## config.mk

```make
export PLATFORM = sky130hd
export DESIGN_NAME = uni2bin_window
export DESIGN_NICKNAME = d
export VERILOG_FILES = /design/src/rtl/uni2bin_window.sv
export SDC_FILE = /design/constraint.sdc
export NUM_CORES = 1
export LEC_CHECK = 0
export BUFFER_PORTS_ARGS = -buffer_cell sky130_fd_sc_hd__clkbuf_2
export CORE_MARGIN = 2
export CORE_UTILIZATION = 47
export CTS_CLUSTER_SIZE = 16
export DETAILED_ROUTE_END_ITERATION = 6
export MAX_ROUTING_LAYER = met4
export PLACE_DENSITY_LB_ADDON = 0.12
export SLEW_MARGIN = 10
export SYNTH_ARGS = -nofsm -noshare
export SYNTH_HDL_FRONTEND = slang
export SYNTH_SLANG_ARGS = --single-unit
```

## constraint.sdc

```tcl
create_clock -name clk -period 1.3 [get_ports clk]
set_input_delay 0.26 -clock clk [delete_from_list [all_inputs] [get_ports clk]]
set_output_delay 0.26 -clock clk [all_outputs]
set_load 0.005 [all_outputs]
```

## src/rtl/uni2bin_window.sv

```systemverilog
// uni2bin_window: decodes a unary bitstream into a count over 2^INWD enabled samples, valid/ready output.
// Optional macro BIPOLAR_EN selects bipolar decode (2x - 2^INWD). Rev 1.0
`default_nettype none

module uni2bin_window #(
  parameter int INWD  = 4,
  parameter int OUTWD = INWD + 2
) (
  input  logic             clk,
  input  logic             rst_n,
  input  logic             enable,
  input  logic             start,
  input  logic             cont,
  input  logic             bitIn,
  output logic             busy,
  output logic             outValid,
  input  logic             outReady,
  output logic [OUTWD-1:0] outBin,
  output logic             ovf
);

  typedef enum logic [0:0] {
    IDLE  = 1'b0,
    ACCUM = 1'b1
  } state_t;

  localparam logic [OUTWD-1:0] BIAS = OUTWD'(2 ** INWD);

  state_t          state;
  logic [INWD-1:0] cnt;
  logic [INWD:0]   acc;
  logic [INWD:0]   sum;
  logic            last_sample;

  // The final sample is folded in directly so the result is ready on the window-end edge.
  assign sum         = acc + {{INWD{1'b0}}, bitIn};
  assign last_sample = (cnt == {INWD{1'b1}});

  function automatic logic [OUTWD-1:0] decode(input logic [INWD:0] x);
    logic [OUTWD-1:0] ext;
    ext = {{(OUTWD-INWD-1){1'b0}}, x};
`ifdef BIPOLAR_EN
    return (ext << 1) - BIAS;
`else
    return ext;
`endif
  endfunction

  always_ff @(posedge clk or negedge rst_n) begin
    if (!rst_n) begin
      state    <= IDLE;
      cnt      <= '0;
      acc      <= '0;
      outBin   <= '0;
      outValid <= 1'b0;
      ovf      <= 1'b0;
      busy     <= 1'b0;
    end else begin
      if (outValid && outReady) begin
        outValid <= 1'b0;
      end

      case (state)
        IDLE: begin
          busy <= 1'b0;
          if (start) begin
            state <= ACCUM;
            busy  <= 1'b1;
            cnt   <= '0;
            acc   <= '0;
            ovf   <= 1'b0;
          end
        end

        ACCUM: begin
          busy <= 1'b1;
          if (enable) begin
            cnt <= cnt + 1'b1;
            if (last_sample) begin
              outBin   <= decode(sum);
              outValid <= 1'b1;
              acc      <= '0;
              // Overwriting a result nobody took this edge is the only overflow case.
              if (outValid && !outReady) begin
                ovf <= 1'b1;
              end
              if (!cont) begin
                state <= IDLE;
                busy  <= 1'b0;
              end
            end else begin
              acc <= sum;
            end
          end
        end

        default: begin
          state <= IDLE;
          busy  <= 1'b0;
        end
      endcase
    end
  end

endmodule

`default_nettype wire

```

# Word-level counts from Yosys, hierarchy flattened
# Cells that the tools add are included.
[word_totals]
regBits = 17
in_bits = 7
out_inout_bits = 9
wordCells = 41
[classes]
n_addsub = 2
eq_ne = 5
n_mux = 21
n_bitwise = 1
n_reduce_logical = 6
[op_table]
columns = ["op", "n"]
rows = [
  ["5-bit two-way mux", 3],
  ["1-bit two-way mux", 12],
  ["5-bit one-hot mux with 2 select lines", 1],
  ["4-bit two-way mux", 2],
  ["4-bit one-hot mux with 2 select lines", 1],
  ["5-bit by 1-bit adder with 5-bit output", 1],
  ["4-bit by 1-bit adder with 4-bit output (second input constant)", 1],
  ["4-bit == test (second input constant)", 1],
  ["2-bit by 1-bit != test with 1-bit output (second input constant)", 2],
  ["2-bit != test (second input constant)", 2],
  ["1-bit one-hot mux with 2 select lines", 2],
  ["4-bit AND reduction", 1],
  ["3-bit AND reduction", 1],
  ["1-bit logical AND", 2],
  ["2-bit AND reduction", 1],
  ["1-bit logical NOT", 1],
  ["1-bit inverter", 1],
]

# Longest topological paths before layout
# Gate-level depths: netlist (run 1).
[depth]
depth_word = 6
depth_mapped = 5
depth_no_buf = 5

# Least setup slack after synthesis (run 1)
# OpenSTA, ideal clock, no wires.
[synth_timing]
path_type = "register to register"
from = "reg cnt[0]"
to = "reg outBin[0]"
arrival_time_ps = 1186
slack_ps = -10
path_stages_with_launch = 5
n_path_buf = 0
period_less_slack_ps = 1310
cell_sequence = "dfrtp_1 ha_1 nand3_4 nor2_4 mux2_2"
[synth_between]
elab_chain_len = 2
[synth_rtl]
columns = ["element", "line", "source"]
rows = [
  ["start: declaration", "30", "logic [INWD-1:0] cnt;"],
  ["start signal: assignment", "78", "cnt <= cnt + 1'b1;"],
  ["4-bit == test", "37", "assign last_sample = (cnt == {INWD{1'b1}});"],
  ["3-bit AND reduction (no source line)", "-", ""],
  ["end signal: assignment", "80", "outBin <= decode(sum);"],
  ["end: declaration", "18", "output logic [OUTWD-1:0] outBin,"],
]
# Every way passes these cells.
# A chain may end at the register's enable or synchronous reset.

# Worst setup path in the final report (run 1)
[layout_timing]
from = "reg acc[0]"
to = "reg outBin[4]"
[layout_between]
elab_chain_len = 1
[layout_rtl]
columns = ["element", "line", "source"]
rows = [
  ["start: declaration", "31", "logic [INWD:0] acc;"],
  ["start signal: assignment", "92", "acc <= sum;"],
  ["5-bit by 1-bit adder with 5-bit output", "36", "assign sum = acc + {{INWD{1'b0}}, bitIn};"],
]
# Every way passes these cells.

==> flow_metrics.py, run 1 <==
metrics = {
    "clocking": {
        "cts_buffer_depth": 2,
        "clock_sinks": 17,
        "cts_tree": "built",
        "root_buffer": "clkbuf_4",
        "cts-buffers-inserted": 3,
        "path_clk_slew_ns": 0.10,
        "htree_num_levels": 1,
        "clkLatencyLatePin_ns": 0.30,
    },
    "setup_path": {
        "path_class": "reg -> reg",
        "r2r_cells": 5,
        "critical_path.top_delay_family": "flip-flops",
        "max_stage_delay_ns": 0.39,
        "worstSetupStartpointType": "flop",
        "r2r_setup_slack_ns": 0.008,
        "path_max_fanout": 4,
        "cp.arrival_ns": 1.49,
        "crit_buf_inv": 0,
        "required_ns": 1.50,
        "reg2reg_to": "outBin[4]",
        "path_cells": "ha_4 -> ha_4 -> nand3_4 -> xnor2_2 -> mux2_4",
        "r2r-start": "acc[0]",
        "critPathSlowestCell": "dfrtp_1",
        "end_kind": "flop",
        "cp_common_cell": "ha_4",
    },
    "cells_and_area": {
        "drive_above_1_share_pct": 46.39,
        "instances_no_fill": 114,
        "final_net_count": 108,
        "design_area_mm2": 0.001097,
        "diodes": 0,
        "syn_to_final_growth_pct": 32.48,
    },
    "pwr": {
        "ir_worst_vdd_mv": 1.020,
        "clock_power_share_pct": 13.8,
        "switchingPower_w": 0.0007234,
        "power_density_mw_per_mm2": 1910,
        "power_frac_seq_pct": 44.2,
        "p_leak_nw": 0.5057,
        "p_int_w": 0.001373,
        "p_comb_share_pct": 42.0,
        "p_sw_share_pct": 34.51,
    },
    "placement": {
        "dp_hpwl_um": 1130,
        "placed_cell_area_um2": 972.2,
        "gp_congestion": 0.7722,
        "portBuffers": 14,
        "dp_cells": 107,
        "post-place-ws_ns": -0.06973,
    },
    "global_route": {
        "track_usage_pct": 19.17,
        "grt_pass1_wl_um": 2725,
        "antenna_found_initial": 0,
        "grt_max_degree": 18,
        "grt_overflow_total": 0,
        "grt_pass1_vias": 571,
    },
    "floorplan": {
        "fp.dieW_um": 45.98,
        "die_area_mm2": 0.002114,
        "core.rowCount": 15,
        "boundaryPins": 16,
        "core_area_mm2": 0.001689,
        "initial_core_util_pct": 49.04,
        "die_h_um": 45.98,
    },
    "min_path": {
        "hold_start": "outReady",
        "whs_endpoint": "outValid",
        "hp-class": "in -> reg",
        "min_path_cells": 2,
    },
    "synthesis": {
        "synthFlopType": "dfrtp_1",
        "synth_area_per_cell_um2": 11.83,
        "ys_types": 26,
        "synth_top_area_share_pct": 51.36,
        "synth_fa_ha_area_share_pct": 4.532,
        "synth_top_family_by_area": "simple AND/OR/NAND/NOR gates",
        "synth-simple-area-share_pct": 14.35,
        "netlist_area_um2": 828.3,
        "synth_edf_count": 0,
        "synthTopCellsByArea": "dfrtp_1 (51%), mux2_2 (5.4%), ha_1 (4.5%)",
        "synth_compound_area_share_pct": 11.48,
        "postSynthNetCount": 80,
        "ys_ff_latch": 17,
        "yosys.area.top_type": "dfrtp_1",
        "yosysSeqAreaShare_pct": 51.36,
        "async_flop_share_pct": 100.0,
        "synth.area.mux_share_pct": 9.063,
        "netlist_instances": 70,
        "synth_xor_area_share_pct": 6.344,
        "yosys_warnings": 0,
    },
    "sta": {
        "fin_ws_ns": 0.008153,
        "hold_ws_ns": 0.1666,
        "finalHoldViolations": 0,
        "fmax_ghz": 0.7741,
        "setup_violations": 0,
        "period_minus_slack_ns": 1.292,
        "slew_violations": 0,
        "clock_skew_ns": 0.008796,
        "finalSetupTns_ns": 0,
        "final.period_utilization_pct": 99.37,
        "rsz0062_at_grt": "true",
    },
    "route": {
        "firstDrtPassIters": 4,
        "drt_drc_violations_left": 0,
        "vias_per_cell": 5.570,
        "post_drt_wl_per_cell_um": 14.21,
        "drtIter0Drc": 4,
        "ant_nets": 0,
        "vias": 635,
        "drt_wl_total_um": 1620,
    },
    "status": {
        "outcome": "finished clean",
    },
    "job": {
        "maxCapViolations": 0,
    },
}
area by class of cell:
| class | instances | area (um2) |
|---|---|---|
| Sequential cell | 17 | 426.7 |
| Tap cell | 17 | 21.27 |
| Inverter | 2 | 7.507 |
| Clock inverter | 1 | 5.005 |
| Fill cell | 135 | 591.8 |
| Timing Repair Buffer | 25 | 158.9 |
| Multi-Input combinational cell | 49 | 455.4 |
| Clock buffer | 3 | 22.52 |
per-stage QoR:
step	util, %	total power [W]
2_1_floorplan	-	0.001320
3_3_place_gp	57.56	0.001581
3_5_place_dp	57.56	0.001602
4_1_cts	62.96	0.002028
5_1_grt	64.96	0.002257
6_report	64.96	0.002096
sequential cells by signal, indices dropped and copies added, names as in the netlist:
| name | flops |
|---|---|
| ovf | 1 |
| cnt | 4 |
| outValid | 1 |
| acc | 5 |
| outBin | 5 |
| state | 1 |
worst max-delay path by stage:
| stage | from | end | cells after the start |
|---|---|---|---|
| 2_1_floorplan | cnt[0] | outBin[0] | 4 |
| 3_3_place_gp | bitIn | outBin[4] | 6 |
| 3_5_place_dp | acc[0] | outBin[4] | 5 |
| 4_1_cts | acc[0] | outBin[4] | 5 |
| 5_1_grt | cnt[0] | outBin[0] | 4 |
| 6_report | acc[0] | outBin[4] | 5 |
power by group through the flow:
stage	combinational, W	clock [W]	sequential, W
6_report	0.000881	0.000289	0.000926
5_1_grt	0.000985	0.000319	0.000953
4_1_cts	0.000820	0.000295	0.000913
3_5_place_dp	0.000705	0	0.000897
3_3_place_gp	0.000698	0	0.000883
2_1_floorplan	0.000428	0	0.000892
cell usage after synthesis (2+ instances only):
master,number
a22o_2,3
dfrtp_1,17
ha_1,3
inv_1,2
mux2_2,4
mux2i_1,3
nand2_1,7
nand3_1,3
nor2_1,2
o21ai_0,4
o22ai_1,3
xnor2_1,2
xor2_1,4
per-layer routing:
layer / global-route usage, % / up-vias / share of wire (%) / wire length (um)
li1: - / 304 / - / -
met1: 26.20 / 298 / 49 / 801
met2: 26.39 / 23 / 42 / 680
met3: 3.968 / 10 / 5.2 / 84
met4: 10.29 / 0 / 3.3 / 54
met5: - / - / 0 / 0
placed cells by master (no fill, tap or decap), types with 2 or more instances in the layout:
cell      instances
xor2_1            4
nand3_4           2
mux2_4            4
nand2_1           7
dfrtp_1          16
mux2i_1           3
o21ai_0           4
o22ai_1           3
nand3_1           2
buf_4             9
nor2_1            2
a22o_2            3
clkbuf_2         14
clkbuf_4          3
ha_4              3
inv_1             2
kinds of logic (layout without fill, tap and decap cells):
logic type / Yosys count / count (layout)
and+or+nand+nor: 19 / 19
DFF: 17 / 17
AOI/OAI and AO/OA: 13 / 13
muxes: 7 / 7
xor gates and xnor gates: 6 / 6
buffers and inverters: 4 / 31
adders and majority gates: 3 / 3
other: 1 / 1
worst register-to-register path, stage by stage, from the launching register on:
cell	delay, ns
dfrtp_1	0.39
ha_4	0.15
ha_4	0.16
nand3_4	0.08
xnor2_2	0.15
mux2_4	0.26
repair_timing:
item                                   in CTS  in global routing
hold buffers                                1                  0
buffers inserted                            2                  0
setup endpoints to repair                   6                  8
endpoints found under the hold margin      17                  0
resized for setup                           6                  7
pin swaps                                   4                  6
(Power assumes the default switching activity.)
==> run 2: changes to the inputs <==
--- a/config.mk
+++ b/config.mk
@@ -11,7 +11,7 @@
 export CTS_CLUSTER_SIZE = 16
 export DETAILED_ROUTE_END_ITERATION = 6
 export MAX_ROUTING_LAYER = met4
-export PLACE_DENSITY_LB_ADDON = 0.12
+export PLACE_DENSITY = 0.83
 export SLEW_MARGIN = 10
 export SYNTH_ARGS = -nofsm -noshare
 export SYNTH_HDL_FRONTEND = slang
==> constraint.sdc (replaced) <==
create_clock -name clk -period 1.3 [get_ports clk]
set_input_delay 0.195 -clock clk [delete_from_list [all_inputs] [get_ports clk]]
set_output_delay 0.195 -clock clk [all_outputs]
set_load 0.005 [all_outputs]
==> flow_metrics.py, run 2 (synthesis results as in run 1) <==
metrics = {
    "floorplan": {
        "fp.dieW_um": 45.98,
        "initial_core_util_pct": 49.04,
        "die_area_mm2": 0.002114,
        "core_area_mm2": 0.001689,
        "core.rowCount": 15,
        "boundaryPins": 16,
        "die_h_um": 45.98,
    },
    "cells_and_area": {
        "design_area_mm2": 0.001067,
        "seqCellArea_um2": 426.7,
        "drive_above_1_share_pct": 46.32,
        "syn_to_final_growth_pct": 28.85,
        "finish.utilization_pct": 63.19,
        "diodes": 0,
        "reg_top3": "acc (5), outBin (5), cnt (4)",
        "final_net_count": 106,
        "n_fill_cell": 138,
        "multi_input_area_um2": 444.2,
        "mostFrequentLayoutCell": "dfrtp_1",
        "layout_common_cells": "dfrtp_1 (16), clkbuf_2 (14), buf_4 (8)",
    },
    "setup_path": {
        "path_class": "reg -> reg",
        "path_max_fanout": 4,
        "end_kind": "flop",
        "required_ns": 1.49,
        "critPathSlowestCell": "dfrtp_1",
        "cp.arrival_ns": 1.53,
        "worstSetupStartpointType": "flop",
        "cp_common_cell": "ha_4",
        "path_cells": "ha_4 -> ha_4 -> nand3_4 -> xnor2_2 -> mux2_2",
        "max_stage_delay_ns": 0.42,
    },
    "placement": {
        "gp_congestion": 0.7836,
        "dp_hpwl_um": 1191,
        "portBuffers": 14,
        "post-place-ws_ns": -0.07777,
        "placed_cell_area_um2": 949.7,
    },
    "pwr": {
        "power_density_mw_per_mm2": 1957,
        "ir_worst_vdd_mv": 0.9959,
        "p_leak_nw": 0.4797,
        "p_total_w": 0.002089,
    },
    "min_path": {
        "hp-class": "in -> reg",
    },
    "clocking": {
        "path_clk_slew_ns": 0.10,
        "clkLatencyLatePin_ns": 0.30,
        "root_buffer": "clkbuf_4",
        "htree_num_levels": 1,
        "cts_buffer_depth": 2,
        "cts_tree": "built",
        "cts-buffers-inserted": 3,
        "clock_sinks": 17,
    },
    "job": {
        "maxCapViolations": 0,
    },
    "route": {
        "firstDrtPassIters": 4,
        "vias": 630,
        "ant_nets": 0,
        "vias_per_cell": 5.625,
        "drt_wl_total_um": 1754,
        "post_drt_wl_per_cell_um": 15.66,
        "drtIter0Drc": 12,
        "drt_drc_violations_left": 0,
    },
    "sta": {
        "rsz0062_at_grt": "true",
        "finalSetupTns_ns": -0.03971,
        "slew_violations": 0,
        "final.period_utilization_pct": 103.1,
        "setup_violations": 1,
        "period_minus_slack_ns": 1.340,
        "fin_ws_ns": -0.03971,
        "clock_skew_ns": 0.006591,
        "fmax_ghz": 0.7464,
        "finalHoldViolations": 0,
    },
    "status": {
        "failed_checks": "setup timing",
        "outcome": "finished, violations left",
    },
    "global_route": {
        "grt_pass1_vias": 589,
        "grt_overflow_total": 0,
        "track_usage_pct": 18.63,
        "grt_max_degree": 18,
        "grt_pass1_wl_um": 2670,
        "antenna_found_initial": 0,
    },
}
run 2: what timing repair did:
item	4_1_cts	5_1_grt
endpoints found under the setup margin	3	11
pin swaps	2	4
gates resized for setup	4	6
hold buffers	1	0
hold endpoints to repair	17	0
setup buffers	1	2
run 2: report_power, final:
group	total (W)	internal (W)	switching, W
sequential	0.000929	0.000725	0.000204
combinational	0.000873	0.000506	0.000367
clock	0.000287	0.000115	0.000172
run 2: through the flow:
step | cells | hold WS, ns
after floorplan | 70 | -0.1006
after global placement | 104 | 0.1459
after detailed placement | 104 | 0.1450
after CTS | 110 | 0.1075
after global routing | 112 | 0.1175
final | 112 | 0.1020
run 2: path summary, 6_finish.rpt:
kind / startpoint / to / slack, ns / cells after the start
min in group asynchronous: rst_n / acc[2] / 0.36 / 2
worst min-delay path: outReady / outValid / 0.10 / 2
max in group asynchronous: rst_n / state / 0.60 / 2
worst max-delay path: acc[0] / outBin[4] / -0.04 / 5
worst max register to register: acc[0] / outBin[4] / -0.04 / 5
worst min register to register: outBin[0] / outBin[0] / 0.52 / 1
run 2: cell type report:
| type | instances | area share [%] |
|---|---|---|
| clock buffer | 3 | 2.110 |
| clock inverter | 1 | 0.4689 |
| inverter | 2 | 0.7034 |
| multi-input combinational | 49 | 41.62 |
| sequential | 17 | 39.98 |
| tap | 17 | 1.993 |
| timing repair buffer | 23 | 13.13 |
run 2: critical path: cells and delay by family (launching register included):
kind	cells	cell delay, ns
xor gates and xnor gates	1	0.16
adders and majority gates	2	0.32
DFF	1	0.42
muxes	1	0.26
and+or+nand+nor	1	0.08
run 2: metal layers:
| metal | vias to the layer above | GRT usage, % | part of all wire (%) |
|---|---|---|---|
| met4 | 0 | 6.857 | 1.7 |
| met5 | - | - | 0 |
| met2 | 14 | 26.94 | 51 |
| met3 | 5 | 2.381 | 3.1 |
| met1 | 312 | 26.65 | 44 |
| li1 | 299 | - | - |
==> run 3: changes to the inputs <==
==> constraint.sdc (replaced) <==
create_clock -name clk -period 1.2 [get_ports clk]
set_input_delay 0.18 -clock clk [delete_from_list [all_inputs] [get_ports clk]]
set_output_delay 0.18 -clock clk [all_outputs]
set_load 0.005 [all_outputs]
==> flow_metrics.py, run 3 (synthesis results as in run 1) <==
metrics = {
    "min_path": {
        "hp-class": "in -> reg",
        "hold_start": "outReady",
    },
    "cells_and_area": {
        "syn_to_final_growth_pct": 31.87,
        "diodes": 0,
        "mostFrequentLayoutCell": "dfrtp_1",
        "drive_above_1_share_pct": 50.00,
        "reg_top3": "acc (5), outBin (5), cnt (4)",
        "n_fill_cell": 130,
        "final_net_count": 109,
        "multi_input_area_um2": 440.4,
        "layout_common_cells": "dfrtp_1 (17), clkbuf_2 (14), buf_4 (9)",
        "seqCellArea_um2": 425.4,
    },
    "floorplan": {
        "initial_core_util_pct": 49.04,
        "fp.dieW_um": 45.98,
        "core_area_mm2": 0.001689,
        "die_area_mm2": 0.002114,
        "core.rowCount": 15,
        "boundaryPins": 16,
        "die_h_um": 45.98,
    },
    "setup_path": {
        "required_ns": 1.38,
        "cp.arrival_ns": 1.53,
        "critical_path.top_delay_family": "flip-flops",
        "crit_path_start": "cnt[1]",
        "worstSetupStartpointType": "flop",
        "r2r-start": "cnt[1]",
        "max_stage_delay_ns": 0.40,
        "end_kind": "flop",
        "path_class": "reg -> reg",
        "path_cells": "ha_2 -> nand3_4 -> nor2_4 -> mux2_2",
        "crit_buf_inv": 0,
        "path_max_fanout": 4,
        "critPathSlowestCell": "dfrtp_1",
    },
    "clocking": {
        "clkLatencyLatePin_ns": 0.29,
        "clock_sinks": 17,
        "htree_num_levels": 1,
        "cts_buffer_depth": 2,
        "path_clk_slew_ns": 0.11,
        "cts_tree": "built",
        "root_buffer": "clkbuf_4",
        "cts-buffers-inserted": 3,
    },
    "placement": {
        "portBuffers": 14,
        "dp_hpwl_um": 1234,
        "gp_congestion": 0.8213,
    },
    "route": {
        "drt_drc_violations_left": 0,
        "vias": 628,
        "post_drt_wl_per_cell_um": 14.56,
        "drtIter0Drc": 11,
        "ant_nets": 0,
        "drt_wl_total_um": 1674,
        "firstDrtPassIters": 4,
        "vias_per_cell": 5.461,
    },
    "sta": {
        "slew_violations": 0,
        "final.period_utilization_pct": 112.5,
        "rsz0062_at_grt": "true",
        "finalHoldViolations": 0,
        "period_minus_slack_ns": 1.349,
        "hold_ws_ns": 0.1114,
        "fmax_ghz": 0.7410,
        "fin_ws_ns": -0.1495,
        "setup_violations": 11,
        "clock_skew_ns": 0.006635,
    },
    "pwr": {
        "p_leak_nw": 0.5076,
        "power_density_mw_per_mm2": 2039,
        "p_total_w": 0.002227,
        "ir_worst_vdd_mv": 1.159,
    },
    "global_route": {
        "track_usage_pct": 19.36,
        "grt_overflow_total": 0,
        "grt_pass1_vias": 623,
        "grt_max_degree": 18,
        "antenna_found_initial": 0,
        "grt_pass1_wl_um": 2829,
    },
    "status": {
        "outcome": "finished, violations left",
        "failed_checks": "setup timing",
    },
    "job": {
        "maxCapViolations": 0,
    },
}
## run 3: final cells by class
type,count,share of cell area (%)
multi-input combinational,49,40.32
sequential,17,38.95
timing repair buffer,26,15.58
clock buffer,3,2.062
tap,17,1.947
inverter,2,0.6873
clock inverter,1,0.4582
## run 3: path summary, 6_finish.rpt
check	end	slack (ns)	depth (start not counted)
setup reg to reg	outBin[1]	-0.15	4
setup / recovery	outBin[1]	-0.15	4
min in group asynchronous	acc[4]	0.34	2
hold reg to reg	outBin[2]	0.52	1
hold / removal	outValid	0.11	2
max in group asynchronous	cnt[0]	0.57	2
## run 3: report_power, final
part / leakage, nW / switching, W / internal, W
registers: 0.210 / 0.000188 / 0.000785
logic: 0.279 / 0.000409 / 0.000537
clock network: 0.0177 / 0.000185 / 0.000124
total: 0.508 / 0.000782 / 0.00145
## run 3: metal layers
| layer | routed length (um) | global-route usage, % | up-vias |
|---|---|---|---|
| met5 | 0 | - | - |
| met4 | 10 | 8.571 | 0 |
| met3 | 40 | 2.778 | 2 |
| met2 | 898 | 30.00 | 11 |
| met1 | 724 | 24.94 | 306 |
| li1 | - | - | 309 |
## run 3: through the flow
stage | setup TNS [ns] | area [um2] | instances | util [%] | setup WS (ns)
final | -1.120 | 1092 | 115 | 64.67 | -0.1495
after global routing | -1.713 | 1092 | 115 | 64.67 | -0.1966
after CTS | -0.5919 | 1059 | 114 | 62.67 | -0.1279
after detailed placement | -0.6106 | 992.2 | 107 | 58.74 | -0.1199
after global placement | -0.3452 | 992.2 | 107 | 58.74 | -0.08341
after floorplan | -0.4466 | 853.3 | 70 | - | -0.1014
## run 3: repair_timing
action / CTS / global route
gates resized for setup: 4 / 6
pin swaps: 3 / 2
endpoints found under the setup margin: 10 / 14
hold buffers: 1 / 0
endpoints found under the hold margin: 17 / 0
setup buffers: 2 / 3
